`src/rtl/seven_seg_pkg.sv`:
```
// Shared types and helpers for the multiplexed seven-segment controller.
package seven_seg_pkg;

    typedef enum logic {
        BLANK = 1'b0,
        DRIVE = 1'b1
    } slot_state_e;

    // Active-high segment patterns, bit 0 = a ... bit 6 = g.
    localparam logic [6:0] HEX_SEG [16] = '{
        7'h3F, 7'h06, 7'h5B, 7'h4F, 7'h66, 7'h6D, 7'h7D, 7'h07,
        7'h7F, 7'h6F, 7'h77, 7'h7C, 7'h39, 7'h5E, 7'h79, 7'h71
    };

    function automatic logic [6:0] hex_decode(input logic [3:0] nib);
        return HEX_SEG[nib];
    endfunction

    // Map a logical "on" to the pin level for the chosen output polarity.
    function automatic logic drive_level(input logic on, input bit active_low);
        return on ^ active_low;
    endfunction

endpackage

```
`src/rtl/scan_tick_gen.sv`:
```
// Free-running prescaler; one-cycle tick on the terminal count.
module scan_tick_gen #(
    parameter int DIVIDE_BY = 17
) (
    input  logic clk,
    input  logic reset_n,
    output logic tick
);

    logic [DIVIDE_BY-1:0] cnt;

    // Counter wraps naturally at 2^DIVIDE_BY.
    always_ff @(posedge clk or negedge reset_n) begin
        if (!reset_n) cnt <= '0;
        else          cnt <= cnt + 1'b1;
    end

    assign tick = &cnt;

endmodule

```
`src/rtl/seven_seg_mux.sv`:
```
// N-digit multiplexed seven-segment controller with dead time and
// frame-aligned double-buffered loads.
module seven_seg_mux
    import seven_seg_pkg::*;
#(
    parameter int NUM_DIGITS     = 4,
    parameter int DIVIDE_BY      = 17,
    parameter int BLANK_CYCLES   = 2,
    parameter int ACTIVE_LOW_OUT = 1
) (
    input  logic                    clk,
    input  logic                    reset_n,
    input  logic [4*NUM_DIGITS-1:0] data_in,
    input  logic [NUM_DIGITS-1:0]   blank_in,
    input  logic [NUM_DIGITS-1:0]   dp_in,
    input  logic                    load_valid,
    output logic                    load_ready,
    output logic [NUM_DIGITS-1:0]   an,
    output logic [6:0]              seg,
    output logic                    dp,
    output logic                    frame_start
);

    localparam int IDX_W = (NUM_DIGITS > 1) ? $clog2(NUM_DIGITS) : 1;
    localparam int BC_W  = (BLANK_CYCLES > 1) ? $clog2(BLANK_CYCLES) : 1;
    localparam logic [IDX_W-1:0] LAST_IDX = IDX_W'(NUM_DIGITS - 1);
    localparam logic [BC_W-1:0]  LAST_BC  = BC_W'(BLANK_CYCLES - 1);
    localparam bit AL = (ACTIVE_LOW_OUT != 0);

    logic tick, wrap_tick, accept, apply;

    logic [IDX_W-1:0] idx, idx_nxt;
    slot_state_e      state, state_nxt;
    logic [BC_W-1:0]  bcnt, bcnt_nxt;

    logic [NUM_DIGITS-1:0][3:0] pend_data, disp_data, disp_data_nxt;
    logic [NUM_DIGITS-1:0]      pend_blank, disp_blank, disp_blank_nxt;
    logic [NUM_DIGITS-1:0]      pend_dp, disp_dp, disp_dp_nxt;
    logic                       pend_valid;

    logic [NUM_DIGITS-1:0] an_on, an_d;
    logic [6:0]            seg_on, seg_d;
    logic                  dp_on, dp_d;

    scan_tick_gen #(.DIVIDE_BY(DIVIDE_BY)) u_tick (
        .clk     (clk),
        .reset_n (reset_n),
        .tick    (tick)
    );

    assign wrap_tick = tick && (idx == LAST_IDX);
    assign accept    = load_valid && load_ready;
    // Pending state is sampled before this cycle's accept, so a load taken
    // on the wrap tick itself waits for the next frame.
    assign apply     = wrap_tick && pend_valid;

    // Digit index advances once per slot.
    always_comb begin
        idx_nxt = idx;
        if (tick) idx_nxt = (idx == LAST_IDX) ? '0 : idx + 1'b1;
    end

    // Slot FSM next state: every tick restarts the dead time.
    always_comb begin
        state_nxt = state;
        bcnt_nxt  = bcnt;
        if (tick) begin
            bcnt_nxt  = '0;
            state_nxt = (BLANK_CYCLES == 0) ? DRIVE : BLANK;
        end else if (state == BLANK) begin
            if (BLANK_CYCLES == 0 || bcnt == LAST_BC) state_nxt = DRIVE;
            else                                      bcnt_nxt  = bcnt + 1'b1;
        end
    end

    // Index and slot FSM state registers.
    always_ff @(posedge clk or negedge reset_n) begin
        if (!reset_n) begin
            idx   <= '0;
            state <= BLANK;
            bcnt  <= '0;
        end else begin
            idx   <= idx_nxt;
            state <= state_nxt;
            bcnt  <= bcnt_nxt;
        end
    end

    // Pending buffer and handshake; ready is simply "no load pending".
    always_ff @(posedge clk or negedge reset_n) begin
        if (!reset_n) begin
            pend_valid <= 1'b0;
            load_ready <= 1'b1;
            pend_data  <= '0;
            pend_blank <= '0;
            pend_dp    <= '0;
        end else if (apply) begin
            pend_valid <= 1'b0;
            load_ready <= 1'b1;
        end else if (accept) begin
            pend_data  <= data_in;
            pend_blank <= blank_in;
            pend_dp    <= dp_in;
            pend_valid <= 1'b1;
            load_ready <= 1'b0;
        end
    end

    // Display contents swap only at the frame wrap.
    always_comb begin
        disp_data_nxt  = apply ? pend_data  : disp_data;
        disp_blank_nxt = apply ? pend_blank : disp_blank;
        disp_dp_nxt    = apply ? pend_dp    : disp_dp;
    end

    // Display registers.
    always_ff @(posedge clk or negedge reset_n) begin
        if (!reset_n) begin
            disp_data  <= '0;
            disp_blank <= '1;
            disp_dp    <= '0;
        end else begin
            disp_data  <= disp_data_nxt;
            disp_blank <= disp_blank_nxt;
            disp_dp    <= disp_dp_nxt;
        end
    end

    // Logical output values for the coming cycle, then pin polarity.
    always_comb begin
        an_on  = '0;
        seg_on = '0;
        dp_on  = 1'b0;
        if (state_nxt == DRIVE && !disp_blank_nxt[idx_nxt]) begin
            an_on[idx_nxt] = 1'b1;
            seg_on         = hex_decode(disp_data_nxt[idx_nxt]);
            dp_on          = disp_dp_nxt[idx_nxt];
        end
        for (int i = 0; i < NUM_DIGITS; i++) an_d[i] = drive_level(an_on[i], AL);
        for (int i = 0; i < 7; i++)          seg_d[i] = drive_level(seg_on[i], AL);
        dp_d = drive_level(dp_on, AL);
    end

    // Registered pin outputs.
    always_ff @(posedge clk or negedge reset_n) begin
        if (!reset_n) begin
            an          <= {NUM_DIGITS{AL}};
            seg         <= {7{AL}};
            dp          <= AL;
            frame_start <= 1'b0;
        end else begin
            an          <= an_d;
            seg         <= seg_d;
            dp          <= dp_d;
            frame_start <= wrap_tick;
        end
    end

endmodule
```
`config.mk`:
```
export PLATFORM = sky130hd
export DESIGN_NAME = seven_seg_mux
export DESIGN_NICKNAME = d
export VERILOG_FILES = /design/src/rtl/seven_seg_pkg.sv /design/src/rtl/scan_tick_gen.sv /design/src/rtl/seven_seg_mux.sv
export SDC_FILE = /design/constraint.sdc
export NUM_CORES = 1
export LEC_CHECK = 0
export CORE_MARGIN = 1
export CORE_UTILIZATION = 30
export CTS_CLUSTER_SIZE = 8
export DETAILED_ROUTE_END_ITERATION = 8
export GPL_TIMING_DRIVEN = 0
export HOLD_SLACK_MARGIN = 0.1
export REMOVE_ABC_BUFFERS = 1
export SYNTH_ARGS = -nofsm -noshare
export SYNTH_HDL_FRONTEND = slang
export SYNTH_SLANG_ARGS = --single-unit
```
`constraint.sdc`:
```
create_clock -name clk -period 3.4 [get_ports clk]
set_input_delay 0.85 -clock clk [delete_from_list [all_inputs] [get_ports clk]]
set_output_delay 0.85 -clock clk [all_outputs]
set_load 0.1 [all_outputs]
```
* Word level (Yosys, flattened, before mapping)
Memory sizes are Yosys's and may differ from the RTL's.
Cells that the tools add are included.
** Operators by class
- $add $sub $neg :: 3
- Order comparisons :: 3
- Equality and inequality tests :: 2
- Muxes and demuxes :: 28
- Bitwise gates (word level) :: 14
- Reduce and logical (&&, ||, !) cells :: 9
** Operators with widths (count)
- $mux W7 :: 3
- $add A17 B1 Y17 const B :: 1
- $reduce_and A17 Y1 :: 1
- $mux W16 :: 1
- $mux W4 :: 4
- $mux W1 :: 14
- $not A1 Y1 :: 13
- $bmux W4 S2 :: 1
- $ge A5 B5 Y1 const B :: 1
- $logic_and A1 B1 Y1 :: 5
- $not A4 Y5 :: 1
- $bmux W1 S2 :: 2
- $mux W2 :: 2
- $lt A2 B3 Y1 const B :: 1
- $add A2 B1 Y2 const B :: 1
- $demux W1 S2 :: 1
- $eq A2 B2 Y1 const B :: 1
- $ge A2 B1 Y1 const B :: 1
- $ne A2 B2 Y1 const B :: 1
- $reduce_and A2 Y1 :: 1
- $reduce_bool A2 Y1 :: 1
- $add A1 B1 Y1 const B :: 1
- $logic_not A1 Y1 :: 1
** Word-level totals
- Flip-flop bits (word level) :: 84
- Memory bits (read-only) :: 112
- Input port bits :: 27
- Output and inout port bits :: 14
- Logic and storage cells :: 82
- Memories kept :: 1
** Memory list
- (name not given) :: depth 16, width 7, rd ports 1, clocked after memory_dff 0, write ports 0, RTL line seven_seg_pkg.sv:16 : return HEX_SEG[nib];

* Logic depth before layout (Yosys ltp)
- Word-level depth :: 12
- Mapped depth :: 17
- Mapped depth without buffers :: 15

* Modules after synthesis
From an unflattened synthesis, not the netlist that was laid out.
** Second synthesis, totals
- Cell total of the unflattened synthesis :: 328
- Area total of the unflattened synthesis :: 3943.8 um^2
** Modules (own cells, without submodules)
- seven_seg_mux :: times used 1, cells an instance 267, area an instance 3146.8 um^2, sequential area each 1697.9 um^2
- scan_tick_gen :: times used 1, cells an instance 61, area an instance 797.0 um^2, sequential area each 425.4 um^2

* Least setup slack after synthesis
No wires, ideal clock.
- Kind :: register -> register
- Start :: register u_tick.cnt[2]
- End :: register seg[0]
- Setup time :: 97 ps
- Arrival :: 3515 ps
- Data required time :: 3303 ps
- Slack :: -213 ps
- Cell stages (with the launch flop) :: 16
- Path buffers :: 2
- Period minus slack after synthesis :: 3613 ps
- Cells stage by stage :: dfrtp_1 and3_1 and3_1 nand3_1 nor2_1 and4_1 ha_1 buf_6 nand3_2 buf_1 mux2_2 o221ai_1 inv_1 ha_1 nor4_1 o31ai_1
** RTL lines
- start: declaration :: RTL line scan_tick_gen.sv:10 : logic [DIVIDE_BY-1:0] cnt;
- start signal: assignment :: RTL line scan_tick_gen.sv:15 : else cnt <= cnt + 1'b1;
- end signal: assignment :: RTL line seven_seg_mux.sv:148 : seg <= {7{AL}};
- end signal: assignment :: RTL line seven_seg_mux.sv:153 : seg <= seg_d;
- end: declaration :: RTL line seven_seg_mux.sv:19 : output logic [6:0] seg,

* Worst setup path after layout
- Start :: register u_tick.cnt[4]
- End :: register seg[3]
** On the way
- Cells in the longest elaborated chain, start to end :: 12
- Elaborated cells between the ends (all ways) :: 19
- Classes of those cells :: 11 x mux; 2 x bitwise; 5 x reduce/logical; 1 x memory
** Ends and longest elaborated chain
- $reduce_and A17 Y1 (*) :: RTL line scan_tick_gen.sv:18 : assign tick = &cnt;
- $logic_and A1 B1 Y1 :: RTL line seven_seg_mux.sv:51 : assign wrap_tick = tick && (idx == LAST_IDX);
- $logic_and A1 B1 Y1 :: RTL line seven_seg_mux.sv:55 : assign apply = wrap_tick && pend_valid;
- $mux W16 :: RTL line seven_seg_mux.sv:111 : disp_data_nxt = apply ? pend_data : disp_data;
- $bmux W4 S2 :: RTL line seven_seg_mux.sv:136 : seg_on = hex_decode(disp_data_nxt[idx_nxt]);
- $mux W4 (implied by the code) :: RTL line seven_seg_mux.sv:136
- $not A4 Y5 (implied by the code) :: RTL line seven_seg_pkg.sv:16
- $mem_v2 Z16 W7
- $mux W7 (implied by the code) (2 in a row) :: RTL line seven_seg_pkg.sv:16
- $mux W7 (*) :: RTL line seven_seg_mux.sv:134 : if (state_nxt == DRIVE && !disp_blank_nxt[idx_nxt]) begin
- $not A1 Y1 (no line) (*)
- named net seg_d[3] :: RTL line seven_seg_mux.sv:42 : logic [6:0] seg_on, seg_d;
The timed path passes the listed nets; every way through them passes the cells marked *. The select of a mux whose other input is x is not followed.
A chain may end at the register's enable or synchronous reset.

==> results.cfg <==
[placed_design]
portBuffers = 40
hpwl_mm = 4.57
pre_cts_ws_ps = -1050
gp_congestion = 0.748

[synth]
synth_most_common_cell = dfrtp_1
synth_cells = 269
yosysTopAreaCellShare_pct = 46.4
syn_area_sq_um = 3610
yosysTopAreaCell = dfrtp_1
synth_edf_count = 0
synth_warnings = 0
synth.area.top_cells = dfrtp_1, mux2_2, dfstp_2
yosysUniqueCellTypes = 43
ys_seq_area_share_pct = 58.8
synth-main-ff-cell = dfrtp_1
ys_top_cells_by_count = dfrtp_1, mux2_2, dfstp_2, nand2_1, nand3_1
synth-seq-cells = 84
syn_avg_cell_area_sq_um = 13.4
synthArstFlopShare_pct = 100

[floorplanning]
rows = 39
chipHeight_microns = 112
dieArea_sq_um = 12500
io_pins = 41
core_sq_um = 11600
start_util_pct = 31.2
die_w_microns = 112

[sta]
rsz0062_at_grt = yes
setup_viol = 0
fin_ws_ps = 21.6
skew_ps = 4.52
final-hold-violation-count = 0
fin_crit_sh_pct = 99.4
clock.fmax_ghz = 0.296
slew_viol_final = 0
layout_min_cycle_time_ps = 3380
slew-limit-headroom_pct = 34.9
tightest_slew_ps = 974

[final_layout]
fin_nets = 376
layout-drive-gt1-share_pct = 42.0
area_growth_pct = 37.7
num_antenna_cells = 0

[drt]
via_count = 2340
wirelength_mm = 7.25
ant_nets = 0
first_pass_iters = 6
drt_iter0_markers = 97
viasPerCell = 4.80
avgRoutedWirePerCell_microns = 14.8
drc = 4

[setup_path]
reg2reg_slack_ps = 20
cp.required_ps = 3660
criticalPathCategory = reg -> reg
worstPathArrival_ps = 3640
critPathLaunchType = flop
crit_fanout = 6
cp-end-kind = flop

[status]
status = finished with violations
failed_checks = DRC

[clock_network]
path_clk_slew_ps = 60
cts_made_buffers = 9
htree_levels = 3
cts_tree = built
cts.sinks = 84
cts_root_buf = clkbuf_16
clk_latency_ps = 330
cts_buffer_depth = 2

[grt]
grt_overflow = 0
grt_pass1_vias = 2325
grt_pass1_wl_mm = 11.8
grt_max_degree = 61
antenna_found_initial = 0
grt_usage_pct = 12.1

[power]
ir_drop_mv = 0.291
leakagePower_uw = 0.00223
finalPower_uw = 2100
p_per_area_nw_per_um2 = 422

[run]
cap_violations = 0

[min_path]
hp-class = in -> async
-- worst max-delay path: stages, from the launching register on --
cell       delay (ps)
dfrtp_1           360
and3_4            200
and3_4            210
nand3_4           100
nor2_4            130
and4_4            230
ha_4              200
or3b_4            450
and3_4            230
buf_6             120
a22oi_2           190
o221ai_4          180
buf_6             160
ha_4              150
mux2_4            260
a2bb2oi_2         130
-- cells in the final DEF (no fill, tap or decap), types with 3 or more instances in the layout --
master,synthesis,layout
nor2_1,8,6
nand3_4,0,3
dfrtp_1,67,66
buf_12,0,3
mux2i_1,10,8
nand2_1,16,14
a22o_1,3,3
a21oi_1,8,5
xor2_1,3,3
ha_1,9,3
xnor2_1,11,11
mux2_2,44,43
ha_4,0,5
nand3_1,12,10
clkdlybuf4s50_1,0,39
dfstp_2,17,17
clkbuf_16,0,9
buf_4,0,22
nor3_1,5,4
and3_4,1,4
clkinv_2,0,3
inv_1,10,9
-- through the flow --
stage / utilization, % / hold slack (ps) / cells / TNS (ps) / area (sq um)
5_1_grt: 43.0 / 437 / 488 / -232 / 4970
4_1_cts: 40.6 / 428 / 472 / 0 / 4690
3_5_place_dp: 36.2 / 451 / 445 / -8820 / 4190
6_report: 43.0 / 425 / 488 / 0 / 4970
3_3_place_gp: 35.9 / 429 / 443 / -131410 / 4150
2_1_floorplan: - / 420 / 260 / -2340 / 3570
-- worst paths after layout --
check / from / end / depth (start not counted)
worst max-delay path: u_tick.cnt[4]$_DFF_PN0_ / seg[3]$_DFF_PN1_ / 15
worst min-delay path: reset_n / pend_data[0]$_DFFE_PN0P_ / 1
worst max register to register: u_tick.cnt[4]$_DFF_PN0_ / seg[3]$_DFF_PN1_ / 15
worst min register to register: state$_DFF_PN0_ / bcnt$_DFFE_PN0P_ / 1
max in group asynchronous: reset_n / disp_blank[2]$_DFF_PN1_ / 2
min in group clk: state$_DFF_PN0_ / bcnt$_DFFE_PN0P_ / 1
-- power by group --
part | total [uW] | switching (uW) | internal [uW] | leakage [uW]
Clock | 957 | 372 | 585 | 0.000145
Sequential | 1060 | 22.8 | 1040 | 0.00105
Combinational | 85.4 | 30.9 | 54.5 | 0.00104
Total | 2100 | 426 | 1670 | 0.00223
-- flip-flops by register name, indices dropped and copies added (netlist names) --
signal       cells
disp_blank       4
frame_start      1
pend_dp          4
pend_blank       4
an               4
seg              7
pend_valid       1
pend_data       16
u_tick.cnt      17
idx              2
disp_dp          4
load_ready       1
dp               1
disp_data       16
bcnt             1
state            1
-- final cells by class --
| cell class | count | area, sq um |
|---|---|---|
| Inverter | 12 | 47.5 |
| Fill cell | 1037 | 6590 |
| Tap cell | 143 | 179 |
| Clock buffer | 11 | 243 |
| Sequential cell | 84 | 2120 |
| Multi-Input combinational cell | 165 | 1650 |
| Timing Repair Buffer | 68 | 681 |
| Clock inverter | 5 | 52.6 |
-- what timing repair did --
| action | 4_1_cts | 5_1_grt |
|---|---|---|
| gates resized for setup | 23 | 25 |
| hold buffers | 0 | 0 |
| gates cloned | 1 | 0 |
| setup buffers | 10 | 16 |
| pin swaps | 7 | 8 |
| endpoints found under the setup margin | 12 | 8 |
-- logic make-up after synthesis --
family                     count (synthesis)  synth area share [%]
AOI/OAI and AO/OA                         29                  6.06
xor gates and xnor gates                  14                  3.39
adders and majority gates                  9                  3.12
buffers and inverters                     21                  2.46
DFF                                       84                  58.8
muxes                                     58                  18.7
and+or+nand+nor                           54                  7.52
-- layer usage --
metal  GRT usage (%)  vias up  wire length, microns
met5               0        -                     0
met4            4.05        0                    90
met3            3.54        6                   259
met2            19.1       42                  3450
met1            16.0     1192                  3450
li1                -     1100                     -
(Power assumes the default switching activity.)
